**src/rtl/reg_file_read_port.sv**
```systemverilog
// Sixteen-entry register file with three registered read ports, one write
// port, instruction-field address resolution and write-through forwarding.
module reg_file_read_port #(
  parameter int unsigned DW   = 16,
  parameter int unsigned NREG = 16
) (
  input  logic          clk,
  input  logic          reset,
  input  logic          rd_en,
  input  logic [15:0]   instr,
  input  logic          ReadRegSrc1,
  input  logic          ReadRegSrc2,
  input  logic          ReadRegSrc3,
  input  logic          ReadRegSrc4,
  input  logic          we,
  input  logic [3:0]    wa,
  input  logic [DW-1:0] wd,
  output logic [DW-1:0] rdata1,
  output logic [DW-1:0] rdata2,
  output logic [DW-1:0] rdata3,
  output logic [3:0]    raddr1,
  output logic [3:0]    raddr2,
  output logic          rvalid
);

  localparam int unsigned AW = 4;

  typedef enum logic {
    IDLE  = 1'b0,
    VALID = 1'b1
  } state_t;

  state_t         state_q;
  logic [DW-1:0]  regs_q [NREG];
  logic [DW-1:0]  rdata1_q, rdata2_q, rdata3_q;
  logic [DW-1:0]  rdata1_d, rdata2_d, rdata3_d;
  logic [AW-1:0]  raddr1_q, raddr2_q;
  logic [AW-1:0]  raddr1_d, raddr2_d, raddr3_d;
  logic           rvalid_q;
  logic           sel1, sel2, sel3, sel4;

  // Opcode field is not needed to resolve operands.
  logic unused_opcode;
  assign unused_opcode = ^instr[15:12];

  // Register value with same-cycle write forwarding; r0 is hard-wired zero.
  function automatic logic [DW-1:0] fwd_value(input logic [AW-1:0] a);
    logic [DW-1:0] v;
    if (a == '0) begin
      v = '0;
    end else if (we && (wa == a)) begin
      v = wd;
    end else begin
      v = regs_q[a];
    end
    return v;
  endfunction

  // Decode selects (only a definite 1 counts) and resolve operand sources.
  always_comb begin
    sel1 = 1'b0;
    sel2 = 1'b0;
    sel3 = 1'b0;
    sel4 = 1'b0;
    if (ReadRegSrc1 == 1'b1) sel1 = 1'b1;
    if (ReadRegSrc2 == 1'b1) sel2 = 1'b1;
    if (ReadRegSrc3 == 1'b1) sel3 = 1'b1;
    if (ReadRegSrc4 == 1'b1) sel4 = 1'b1;

    raddr1_d = sel1 ? instr[11:8] : instr[7:4];
    raddr2_d = sel2 ? instr[11:8] : instr[3:0];
    raddr3_d = instr[7:4];

    rdata1_d = fwd_value(raddr1_d);
    rdata2_d = sel4 ? DW'(instr[3:0]) : fwd_value(raddr2_d);
    rdata3_d = sel3 ? fwd_value(raddr3_d) : '0;
  end

  // Storage write port; r0 writes are discarded.
  always_ff @(posedge clk) begin
    if (reset) begin
      for (int unsigned i = 0; i < NREG; i++) begin
        regs_q[i] <= '0;
      end
    end else if (we && (wa != '0)) begin
      regs_q[wa] <= wd;
    end
  end

  // Two-state read control with registered operands, addresses and valid.
  always_ff @(posedge clk) begin
    if (reset) begin
      state_q  <= IDLE;
      rvalid_q <= 1'b0;
      rdata1_q <= '0;
      rdata2_q <= '0;
      rdata3_q <= '0;
      raddr1_q <= '0;
      raddr2_q <= '0;
    end else begin
      case (state_q)
        IDLE: begin
          if (rd_en) begin
            state_q  <= VALID;
            rvalid_q <= 1'b1;
          end else begin
            rvalid_q <= 1'b0;
          end
        end
        VALID: begin
          if (rd_en) begin
            rvalid_q <= 1'b1;
          end else begin
            state_q  <= IDLE;
            rvalid_q <= 1'b0;
          end
        end
        default: begin
          state_q  <= IDLE;
          rvalid_q <= 1'b0;
        end
      endcase
      if (rd_en) begin
        rdata1_q <= rdata1_d;
        rdata2_q <= rdata2_d;
        rdata3_q <= rdata3_d;
        raddr1_q <= raddr1_d;
        raddr2_q <= raddr2_d;
      end
    end
  end

  assign rdata1 = rdata1_q;
  assign rdata2 = rdata2_q;
  assign rdata3 = rdata3_q;
  assign raddr1 = raddr1_q;
  assign raddr2 = raddr2_q;
  assign rvalid = rvalid_q;

endmodule

```
**config.mk**
```make
export PLATFORM = sky130hd
export DESIGN_NAME = reg_file_read_port
export DESIGN_NICKNAME = d
export VERILOG_FILES = /design/src/rtl/reg_file_read_port.sv
export SDC_FILE = /design/constraint.sdc
export NUM_CORES = 1
export LEC_CHECK = 0
export CAP_MARGIN = 20
export CORE_ASPECT_RATIO = 1.4
export CORE_MARGIN = 2
export CORE_UTILIZATION = 45
export DETAILED_ROUTE_END_ITERATION = 12
export GPL_ROUTABILITY_DRIVEN = 0
export SLEW_MARGIN = 10
export SYNTH_ARGS = -nofsm -noshare
export SYNTH_HDL_FRONTEND = slang
export SYNTH_SLANG_ARGS = --single-unit
```
**constraint.sdc**
```tcl
create_clock -name clk -period 2.35 [get_ports clk]
set_clock_uncertainty 0.05 [all_clocks]
set_input_delay 0.235 -clock clk [delete_from_list [all_inputs] [get_ports clk]]
set_output_delay 0.235 -clock clk [all_outputs]
set_load 0.03 [all_outputs]
```
==> results.md <==
- Top Family by Delay on Critical Path: compound AO/OA/AOI/OAI gates
- Multi-input logic area: 9020 um2
- Clock tree sinks: 313
- Core area: 41000 um2
- Post-synthesis sequential area ratio: 47.6%
- Fin crit share: 100%
- CP Buf/Inv Count: 2
- Chip Width: 176 um
- Initial Util: 45.3%
- Flip-flop and latch area: 8830 um2
- Vias in the first global route: 15944
- Share of the synthesized area in the top cell type: 41.4%
- Worst setup SP type: input port
- First-pass GRT wire length: 109000 um
- Vias: 15911
- Worst stage delay on the critical path: 580 ps
- Clock Latency Late Sink: 600 ps
- Wire per inst: 31.7 um
- Vias/cell: 6.80
- Residual DRC count: 0
- HPWL after DPL: 50300 um
- CP max-delay cell: clkdlybuf4s50_1
- Layout area overhead: 23.0%
- Rel. slew slack: 51.9%
- Critical path fanouts, max: 22
- Leak pwr: 8.10 nW
- GRT Total Usage: 34.8%
- Top cells by area, synth: edfxtp_1, mux4_2, mux2i_1, dfxtp_1, nor3_1
- Switching share of power: 29.0%
- Synth area leader: edfxtp_1
- Root buf cell: clkbuf_16
- CTS Buf Count: 31
- Drt pass-1 iters: 5
- Synth async-reset ratio: 0%
- Crit path cell chain: clkdlybuf4s50_1 -> mux2_4 -> buf_12 -> mux4_2 -> o2111a_1 -> o31ai_1 -> a21oi_1
- Max Root-Sink Buffers: 3
- Worst ir drop on vdd: 0.651 mV
- Die Y: 244 um
- Number of setup buffers added after CTS: 0
- P_int: 10.7 mW
- Max Cap Viol: 0
- Worst Path Required: 2760 ps
- Synth Register Bits: 313
- Grt ovf: 0
- PwrDens: 663 nW/um2
- Final wirelength: 74200 um
- Num rows: 88
- Pre-CTS setup slack: -734 ps
- Minimum clock period: 2350 ps
- Synthesized area: 18500 um2
- Netlist cell types: 56
- Design Power: 15.1 mW
- Top Ports: 101
- Syn Area/Cell: 11.6 um2
- Cell count after synthesis: 1605
- Kind of critical path: input port to flop
- Seq pwr share: 43.9%
- Initial DRC Count: 2175
- Final Max Slew Viols: 0
- Setup crit end kind: flop
- Status: finished clean
- Share of cells above drive strength 1: 24.1%
- CTS tree: built
- Post-DRT Antenna Nets: 0
- Setup ws final: 0.625 ps
- Count of final hold-check violations: 0
- Largest net degree at the start of global routing: 54
- Filler cells: 3453
- Die area: 42900 um2
- F_max: 426 MHz
- H-tree depth: 1
- Clk pwr share: 34.3%
- Worst Hold Class: input port to flop
- IO buf count: 96
- Yosys warns: 0
- Comb pwr share: 21.7%
- RSZ-0062 raised after global routing: no
- NetSw: 4.39 mW
- Post-route design area: 22800 um2
- Clock transition at path regs: 70 ps
- # nets final: 1818
- Initial antenna violation count: 2
- Utilization after layout: 55.7%
- Final setup vio count: 0
- EDFF count, synth: 256
- Most used DFF post-synth: edfxtp_1
- Placed cell areas: 21700 um2
- Worst path arrival time: 2760 ps
- Worst Tran Pin Value: 717 ps
## path summary, 6_finish.rpt
path	from	to	slack, ps	cells after the start
setup / recovery	ReadRegSrc1	rdata1[12]$_SDFFE_PP0P_	0.6	7
hold / removal	wd[5]	rdata3[5]$_SDFFE_PP0P_	260	2
setup reg to reg	regs_q[9][3]$_SDFFCE_PN0P_	rdata3[3]$_SDFFE_PP0P_	60	5
hold reg to reg	rdata1[5]$_SDFFE_PP0P_	rdata1[5]$_SDFFE_PP0P_	410	2
## Yosys cell counts, types with 2 or more instances
cell type,count
mux4_1,6
a32oi_1,10
nand3b_1,2
o22ai_1,2
dfxtp_1,57
o31ai_1,12
a31oi_1,5
nor2b_1,8
nor2_1,44
a22o_1,10
o2111a_1,12
a22oi_1,25
mux2i_1,125
nand2_1,163
nand2b_1,8
o311a_1,10
inv_1,17
mux2i_4,2
a221o_1,28
mux2_2,27
and2_1,46
o32ai_2,2
nor4_1,45
mux4_2,99
a21oi_1,41
a311oi_1,4
o2111ai_1,4
xnor2_1,4
mux2i_2,3
clkbuf_1,112
buf_2,38
nand3_1,55
o211ai_1,24
buf_1,19
buf_6,8
or2_2,15
xor2_1,7
o21ai_0,3
a211oi_1,44
nor3_1,185
edfxtp_1,256
buf_4,4
## per-layer routing
| metal | vias up | GRT usage (%) | routed length, um |
|---|---|---|---|
| li1 | 6629 | - | - |
| met1 | 7841 | 43.0 | 26200 |
| met2 | 1124 | 55.4 | 34400 |
| met3 | 315 | 7.04 | 7860 |
| met4 | 2 | 23.1 | 5730 |
| met5 | - | 0 | 15 |
## layout make-up
| type | count | area share (%) |
|---|---|---|
| Antenna cell | 1 | 0.0110 |
| Clock buffer | 46 | 4.10 |
| Clock inverter | 12 | 0.538 |
| Inverter | 17 | 0.280 |
| Multi-Input combinational cell | 1109 | 39.5 |
| Sequential cell | 313 | 38.7 |
| Tap cell | 540 | 2.96 |
| Timing Repair Buffer | 302 | 13.9 |
## per-stage QoR
step,TNS [ps],instances,hold WS [ps]
detailed placement,-14920,2280,405
global route,0,2339,263
floorplan,0,1620,283
finish,0,2340,263
CTS,0,2339,246
global placement,-15150,2280,401
## state kept, by name, summed over array words and instances, names as in the netlist
signal,count
raddr2,4
raddr1,4
rvalid,1
rdata2,16
regs_q,256
rdata1,16
rdata3,16
## power groups by stage
stage | Combinational [mW] | Sequential (mW) | Clock, mW
detailed placement | 3.21 | 6.75 | 0
finish | 3.29 | 6.65 | 5.19
global route | 3.42 | 6.67 | 5.45
floorplan | 1.68 | 6.76 | 0
global placement | 3.18 | 6.73 | 0
CTS | 3.23 | 6.63 | 5.22
## cell families after synthesis
family                 Yosys count  share of synthesized area (%)
AO/OA/AOI/OAI                  242                           10.2
XOR/XNOR                        11                          0.519
buffers and inverters          198                           4.67
flip-flops                     313                           47.6
multiplexers                   263                           21.8
other                            1                         0.0202
AND/OR/NAND/NOR                577                           15.1
## repair_timing
action,CTS,global route
endpoints found under the setup margin,4,2
hold buffers,1,0
gates resized for setup,5,2
endpoints found under the hold margin,1,0
## layout by cell type, fill, tap and decap left out, types with 40 or more instances in the layout
master and n:
nor3_1 185, dfxtp_1 57, a21oi_1 40, and2_1 46, mux4_2 99, nand3_1 54
edfxtp_1 256, mux2i_1 122, clkdlybuf4s50_1 88, buf_4 151, nor2_1 43, a211oi_1 44
nor4_1 45, nand2_1 161, buf_12 54
No activity file was read; power rests on OpenSTA's default activity.
